### src/rtl/vx_csr_access_ctrl_pkg.sv
// Shared types for the CSR access controller: access opcodes, FSM states,
// CSR field widths and the read-modify-write operand helpers.
package vx_csr_access_ctrl_pkg;

  localparam int CSR_ADDR_BITS = 12;
  localparam int NW_BITS       = 4;
  localparam int UUID_BITS     = 44;

  typedef enum logic [1:0] {
    CSR_CTRL_OP_READ = 2'b00,
    CSR_CTRL_OP_RW   = 2'b01,
    CSR_CTRL_OP_RS   = 2'b10,
    CSR_CTRL_OP_RC   = 2'b11
  } csr_ctrl_op_e;

  typedef enum logic [1:0] {
    ST_IDLE  = 2'b00,
    ST_READ  = 2'b01,
    ST_WRITE = 2'b10,
    ST_RESP  = 2'b11
  } csr_ctrl_state_e;

  function automatic int log2up(input int n);
    return (n > 1) ? $clog2(n) : 1;
  endfunction

  function automatic logic [31:0] csr_apply_op(input csr_ctrl_op_e op,
                                               input logic [31:0] old_val,
                                               input logic [31:0] operand);
    logic [31:0] res;
    case (op)
      CSR_CTRL_OP_RW: res = operand;
      CSR_CTRL_OP_RS: res = old_val | operand;
      CSR_CTRL_OP_RC: res = old_val & ~operand;
      default:        res = old_val;
    endcase
    return res;
  endfunction

  // Set/clear with an all-zero mask must not touch the CSR (no side effects).
  function automatic logic csr_need_write(input csr_ctrl_op_e op,
                                          input logic [31:0] operand);
    return (op == CSR_CTRL_OP_RW) ||
           (((op == CSR_CTRL_OP_RS) || (op == CSR_CTRL_OP_RC)) && (operand != 32'd0));
  endfunction

endpackage

### src/rtl/vx_csr_access_ctrl_rr_arbiter.sv
// Round-robin arbiter: scans from the priority pointer and moves the pointer
// one past the winner whenever a grant is taken.
module vx_csr_access_ctrl_rr_arbiter
  import vx_csr_access_ctrl_pkg::*;
#(
  parameter int NUM_REQS = 2,
  parameter int SEL_BITS = log2up(NUM_REQS)
) (
  input  logic                clk,
  input  logic                reset,
  input  logic [NUM_REQS-1:0] requests,
  input  logic                advance,
  output logic [NUM_REQS-1:0] grant_onehot,
  output logic [SEL_BITS-1:0] grant_index,
  output logic                grant_valid
);

  logic [SEL_BITS-1:0] ptr;
  logic [SEL_BITS:0]   cand;

  always_comb begin
    grant_onehot = '0;
    grant_index  = '0;
    grant_valid  = 1'b0;
    cand         = '0;
    for (int i = 0; i < NUM_REQS; i++) begin
      cand = {1'b0, ptr} + (SEL_BITS+1)'(i);
      if (cand >= (SEL_BITS+1)'(NUM_REQS))
        cand = cand - (SEL_BITS+1)'(NUM_REQS);
      for (int k = 0; k < NUM_REQS; k++) begin
        if (!grant_valid && (cand == (SEL_BITS+1)'(k)) && requests[k]) begin
          grant_valid     = 1'b1;
          grant_index     = SEL_BITS'(k);
          grant_onehot[k] = 1'b1;
        end
      end
    end
  end

  always_ff @(posedge clk or negedge reset) begin
    if (!reset) begin
      ptr <= '0;
    end else if (advance && grant_valid) begin
      ptr <= (grant_index == SEL_BITS'(NUM_REQS-1)) ? '0 : grant_index + 1'b1;
    end
  end

endmodule

### src/rtl/vx_csr_access_ctrl.sv
// Shares the single CSR read/write port between requesters; each access runs
// read, optional write and response phases so read-modify-write stays atomic.
module vx_csr_access_ctrl
  import vx_csr_access_ctrl_pkg::*;
#(
  parameter int NUM_REQS     = 2,
  parameter int REQ_SEL_BITS = log2up(NUM_REQS)
) (
  input  logic                            clk,
  input  logic                            reset,
  input  logic [NUM_REQS-1:0]             req_valid,
  output logic [NUM_REQS-1:0]             req_ready,
  input  logic [NUM_REQS*2-1:0]           req_op,
  input  logic [NUM_REQS*CSR_ADDR_BITS-1:0] req_addr,
  input  logic [NUM_REQS*NW_BITS-1:0]     req_wid,
  input  logic [NUM_REQS*32-1:0]          req_data,
  input  logic [NUM_REQS*UUID_BITS-1:0]   req_uuid,
  output logic                            rsp_valid,
  input  logic                            rsp_ready,
  output logic [REQ_SEL_BITS-1:0]         rsp_idx,
  output logic [31:0]                     rsp_data,
  output logic [UUID_BITS-1:0]            rsp_uuid,
  output logic                            read_enable,
  output logic [UUID_BITS-1:0]            read_uuid,
  output logic [CSR_ADDR_BITS-1:0]        read_addr,
  output logic [NW_BITS-1:0]              read_wid,
  input  logic [31:0]                     read_data,
  output logic                            write_enable,
  output logic [UUID_BITS-1:0]            write_uuid,
  output logic [CSR_ADDR_BITS-1:0]        write_addr,
  output logic [NW_BITS-1:0]              write_wid,
  output logic [31:0]                     write_data,
  output logic                            busy
);

  csr_ctrl_state_e state;

  logic [NUM_REQS-1:0]     grant_onehot;
  logic [REQ_SEL_BITS-1:0] grant_index;
  logic                    grant_valid;

  logic [1:0]               sel_op;
  logic [CSR_ADDR_BITS-1:0] sel_addr;
  logic [NW_BITS-1:0]       sel_wid;
  logic [31:0]              sel_data;
  logic [UUID_BITS-1:0]     sel_uuid;

  csr_ctrl_op_e             op_r;
  logic [CSR_ADDR_BITS-1:0] addr_r;
  logic [NW_BITS-1:0]       wid_r;
  logic [31:0]              data_r;
  logic [UUID_BITS-1:0]     uuid_r;
  logic [REQ_SEL_BITS-1:0]  idx_r;
  logic [31:0]              old_r;
  logic [31:0]              new_r;

  logic [31:0] new_val;
  logic        need_wr;

  vx_csr_access_ctrl_rr_arbiter #(
    .NUM_REQS (NUM_REQS),
    .SEL_BITS (REQ_SEL_BITS)
  ) u_arb (
    .clk          (clk),
    .reset        (reset),
    .requests     (req_valid),
    .advance      (state == ST_IDLE),
    .grant_onehot (grant_onehot),
    .grant_index  (grant_index),
    .grant_valid  (grant_valid)
  );

  assign req_ready = (state == ST_IDLE) ? grant_onehot : '0;

  always_comb begin
    sel_op   = '0;
    sel_addr = '0;
    sel_wid  = '0;
    sel_data = '0;
    sel_uuid = '0;
    for (int i = 0; i < NUM_REQS; i++) begin
      if (grant_index == REQ_SEL_BITS'(i)) begin
        sel_op   = req_op[i*2 +: 2];
        sel_addr = req_addr[i*CSR_ADDR_BITS +: CSR_ADDR_BITS];
        sel_wid  = req_wid[i*NW_BITS +: NW_BITS];
        sel_data = req_data[i*32 +: 32];
        sel_uuid = req_uuid[i*UUID_BITS +: UUID_BITS];
      end
    end
  end

  assign new_val = csr_apply_op(op_r, read_data, data_r);
  assign need_wr = csr_need_write(op_r, data_r);

  always_ff @(posedge clk or negedge reset) begin
    if (!reset) begin
      state        <= ST_IDLE;
      op_r         <= CSR_CTRL_OP_READ;
      addr_r       <= '0;
      wid_r        <= '0;
      data_r       <= '0;
      uuid_r       <= '0;
      idx_r        <= '0;
      old_r        <= '0;
      new_r        <= '0;
      read_enable  <= 1'b0;
      write_enable <= 1'b0;
      rsp_valid    <= 1'b0;
      busy         <= 1'b0;
    end else begin
      case (state)
        ST_IDLE: begin
          if (grant_valid) begin
            op_r        <= csr_ctrl_op_e'(sel_op);
            addr_r      <= sel_addr;
            wid_r       <= sel_wid;
            data_r      <= sel_data;
            uuid_r      <= sel_uuid;
            idx_r       <= grant_index;
            read_enable <= 1'b1;
            busy        <= 1'b1;
            state       <= ST_READ;
          end
        end
        ST_READ: begin
          // read_data is combinational from the CSR block, valid this cycle only.
          old_r       <= read_data;
          new_r       <= new_val;
          read_enable <= 1'b0;
          if (need_wr) begin
            write_enable <= 1'b1;
            state        <= ST_WRITE;
          end else begin
            rsp_valid <= 1'b1;
            state     <= ST_RESP;
          end
        end
        ST_WRITE: begin
          write_enable <= 1'b0;
          rsp_valid    <= 1'b1;
          state        <= ST_RESP;
        end
        ST_RESP: begin
          if (rsp_ready) begin
            rsp_valid <= 1'b0;
            busy      <= 1'b0;
            state     <= ST_IDLE;
          end
        end
        default: state <= ST_IDLE;
      endcase
    end
  end

  assign rsp_idx    = idx_r;
  assign rsp_data   = old_r;
  assign rsp_uuid   = uuid_r;
  assign read_uuid  = uuid_r;
  assign read_addr  = addr_r;
  assign read_wid   = wid_r;
  assign write_uuid = uuid_r;
  assign write_addr = addr_r;
  assign write_wid  = wid_r;
  assign write_data = new_r;

`ifndef SYNTHESIS
  a_ready_onehot0: assert property (@(posedge clk) disable iff (!reset)
    $onehot0(req_ready));
  a_rsp_stable: assert property (@(posedge clk) disable iff (!reset)
    (rsp_valid && !rsp_ready) |=> (rsp_valid && $stable({rsp_idx, rsp_data, rsp_uuid})));
  a_ready_idle_only: assert property (@(posedge clk) disable iff (!reset)
    (state != ST_IDLE) |-> (req_ready == '0));
`endif

endmodule

### config.mk
export PLATFORM = sky130hd
export DESIGN_NAME = vx_csr_access_ctrl
export DESIGN_NICKNAME = d
export VERILOG_FILES = /design/src/rtl/vx_csr_access_ctrl_pkg.sv /design/src/rtl/vx_csr_access_ctrl_rr_arbiter.sv /design/src/rtl/vx_csr_access_ctrl.sv
export SDC_FILE = /design/constraint.sdc
export NUM_CORES = 1
export LEC_CHECK = 0
export ABC_AREA = 1
export BUFFER_PORTS_ARGS = -buffer_cell sky130_fd_sc_hd__buf_2
export CAP_MARGIN = 20
export CORE_AREA = 2 2 177 179
export CTS_CLUSTER_DIAMETER = 150
export DETAILED_ROUTE_END_ITERATION = 10
export DIE_AREA = 0 0 179 181
export PLACE_DENSITY_LB_ADDON = 0.25
export SYNTH_ARGS = -nofsm -noshare
export SYNTH_HDL_FRONTEND = slang
export SYNTH_SLANG_ARGS = --single-unit
export TNS_END_PERCENT = 10
### constraint.sdc
create_clock -name clk -period 4 [get_ports clk]
set_clock_uncertainty 0.2 [all_clocks]
set_input_delay 0.6 -clock clk [delete_from_list [all_inputs] [get_ports clk]]
set_output_delay 0.6 -clock clk [all_outputs]
set_load 0.01 [all_outputs]
==> parameters.txt <==
Parameter                              Value

Die
  Die height    181 um
  Die Footprint    0.0324 mm2
  Die Wd    179 um
  Std-Cell Rows    64
  Starting Density    27.9%
  Core ar.    0.0303 mm2
  Number of placed I/O pins    460

Timing
  Final TNS setup    0 ns
  Final setup violation count    0
  Maximum clock frequency    340 MHz
  Hold violation total from the final report    0
  Final Max Slew Viols    0
  Slew Limit Headroom    52.2%
  Final worst setup slack    1.06 ns
  Final period util    73.4%
  Smallest hold slack    0.158 ns
  Clock period minus worst slack    2.94 ns
  Transition time at the pin with the least slew margin    0.716 ns
  RSZ-0062 raised after global routing    false

Placement
  Placed cell area    0.0103 mm2
  Post-placement worst setup slack    1.17 ns
  Total of buffers placed on input and output ports    459
  Detailed placement HPWL    20.9 mm
  Final weighted congestion of routability-driven global placement    0.787

Synthesis
  Number of synthesis warnings    0
  Area share of the largest cell type after synthesis    49.1%
  Sequential element share of the synthesized area    49.1%
  Prevailing post-synth register cell    sky130_fd_sc_hd__dfrtp_1
  Post-Syn Instances    1039
  Synthesis-stage register bit count    166
  Commonest cells post-synth    347 x sky130_fd_sc_hd__nand2_1, 166 x sky130_fd_sc_hd__dfrtp_1, 124 x sky130_fd_sc_hd__nand3_1
  Post-Synthesis Mean Instance Area    8.15 um2
  Number of distinct library cells after synthesis    24
  Share of flip-flops with an asynchronous set or reset    100%
  Cell types with the largest area share after synthesis    sky130_fd_sc_hd__dfrtp_1 49%, sky130_fd_sc_hd__nand2_1 15%, sky130_fd_sc_hd__buf_4 9.3%, sky130_fd_sc_hd__nand3_1 7.3%, sky130_fd_sc_hd__nand2_2 3.8%
  Mapped Nets    1269
  EDFF count, synth    0
  Most numerous cell in the Yosys netlist    sky130_fd_sc_hd__nand2_1
  Post-synthesis instance area    0.00847 mm2
  Area leader, netlist    sky130_fd_sc_hd__dfrtp_1

Setup path
  Highest fanout seen on the critical path    22
  Cells traversed along the worst timing path    inv_1 -> ha_1 -> nand2_1 -> nand2_4 -> nand2_2 -> inv_4 -> buf_2
  CP Data Arrival Time    2.14 ns
  Kind of cell adding the most delay to the critical path    buffers and inverters
  Crit path launch type    flip-flop
  Type of the setup path with the least slack    reg2out
  Sum of buffers and inverters on the critical path    3
  Data required time at the worst endpoint    3.20 ns
  Critical-path cell with the highest stage delay    sky130_fd_sc_hd__dfrtp_1
  Critical Path Max Stage Delay    0.45 ns
  Critical path capture point type    primary output

Power and ir drop
  Leakage Power    5.84 nW
  Max IR drop VDD    0.271 mV
  Power density of the placed cells    870 mW/mm2

Global route
  GRT Resource Usage Total    17.8%
  Largest net degree at the start of global routing    95
  Wire length of the first global-routing pass    44.0 mm
  Antenna violations before repair    1
  Via count of the first global-routing pass    7563
  GRT Residual Overflow    0

Flow run
  Max-capacitance violation count    0

Final layout
  Share of post-route cells with drive strength above 1    40.7%
  Synth-to-Final Area Change    28.7%
  Footprint of the flip-flops and latches    0.00415 mm2
  Total number of nets in the final design    1602
  Area taken by multi-input logic gates    0.00314 mm2
  Filler Cell Count    3257
  Summed area of non-filler cells in the final layout    0.0109 mm2

Clock tree
  Post-cts gate resize count    0
  Clk sink count    166
  Inserted Clock Buffers    17
  Post-CTS setup repair buffer count    0
  H-tree lvl count    4
  Root Buffer Master    sky130_fd_sc_hd__clkbuf_16
  Reg clk slew, reported paths    0.08 ns
  Number of buffers on the longest clock path    2
  Latest clock arrival within the worst-skew pair    0.44 ns
  CTS tree    built
  Number of buffers added to fix hold violations after cts    1

Route
  Total wire length after detailed routing    29.4 mm
  Number of vias per cell    4.43
  Total number of vias    7900
  DR iter-0 viols    469
  Post-route antenna net violation count    0
  Average wire per cell in the routed design    16.5 um
  Iteration count of the initial detailed-routing pass    5
  Post-route DRC violation count    0

Run status
  Status    complete, no violations

Min path
  Worst hold path type    in2reg
-- sequential cells by signal, summed over array words and instances, names as in the netlist --
signal        cells
u_arb.ptr         1
read_uuid        44
read_enable       1
op_r              2
busy              1
state             2
rsp_idx           1
read_wid          4
rsp_data         32
write_enable      1
data_r           32
read_addr        12
write_data       32
rsp_valid         1
-- area by class of cell --
cell class                      instances  area share, %
Tap cell                              396           4.55
Antenna cell                            1         0.0230
Clock buffer                           18           4.03
Timing Repair Buffer                  473           22.5
Inverter                               19          0.689
Multi-Input combinational cell        695           28.8
Sequential cell                       166           38.1
Clock inverter                         14           1.23
-- tightest hold or removal path, stage by stage --
cell and delay, ns:
sky130_fd_sc_hd__buf_2 0.08, sky130_fd_sc_hd__nand2_2 0.04, sky130_fd_sc_hd__nand3_1 0.05
-- through the flow --
stage,util (%),power (W),instances
finish,35.9,0.00948,1782
global placement,33.9,0.00786,1747
CTS,35.8,0.00960,1780
floorplan,-,0.00653,1039
detailed placement,33.9,0.00791,1747
global route,35.9,0.0103,1782
-- report_power, final --
| group | switching, W | internal [W] |
|---|---|---|
| clock | 0.000799 | 0.000843 |
| combinational | 0.00286 | 0.00174 |
| sequential | 0.000705 | 0.00253 |
-- cells in the final DEF (no fill, tap or decap), types with 2 or more instances in the layout --
master                        n
sky130_fd_sc_hd__clkinv_2     2
sky130_fd_sc_hd__o211ai_1     6
sky130_fd_sc_hd__clkbuf_16   17
sky130_fd_sc_hd__nand4_1      2
sky130_fd_sc_hd__nand2_1    347
sky130_fd_sc_hd__buf_4       10
sky130_fd_sc_hd__inv_1       16
sky130_fd_sc_hd__nand2_2     52
sky130_fd_sc_hd__dfrtp_1    166
sky130_fd_sc_hd__a31oi_1     32
sky130_fd_sc_hd__nand3_1    124
sky130_fd_sc_hd__ha_1         4
sky130_fd_sc_hd__inv_6       10
sky130_fd_sc_hd__buf_2      458
sky130_fd_sc_hd__buf_12       2
sky130_fd_sc_hd__clkinv_8     2
sky130_fd_sc_hd__o21ai_0     37
sky130_fd_sc_hd__nor2_1      84
-- kinds of logic after synthesis --
group,Yosys count,synth area share (%)
AO/OA/AOI/OAI,77,5.35
flip-flops,166,49.1
buffers and inverters,178,14.0
AND/OR/NAND/NOR,613,30.8
adder cells (fa/ha/maj),5,0.739
-- worst paths after layout --
kind / start / endpoint / slack [ns] / cells after the start
min in group asynchronous: reset / read_addr[0] / 0.43 / 2
hold / removal: req_data[0] / data_r[0] / 0.16 / 3
max in group asynchronous: reset / read_uuid[17] / 2.30 / 3
setup reg to reg: state[0] / data_r[30] / 1.22 / 8
hold reg to reg: rsp_data[24] / rsp_data[24] / 0.27 / 2
setup / recovery: state[0] / req_ready[0] / 1.06 / 7
-- per-layer routing --
layer	up-vias	part of all wire (%)	wire length [um]	track usage (%)
met3	18	6.1	1800	3.91
met4	0	1.1	317	4.78
li1	3893	-	-	-
met5	-	0	0	0
met2	291	49	14300	29.6
met1	3698	44	13000	23.4
Note: power is estimated with default switching activity, not from simulation.
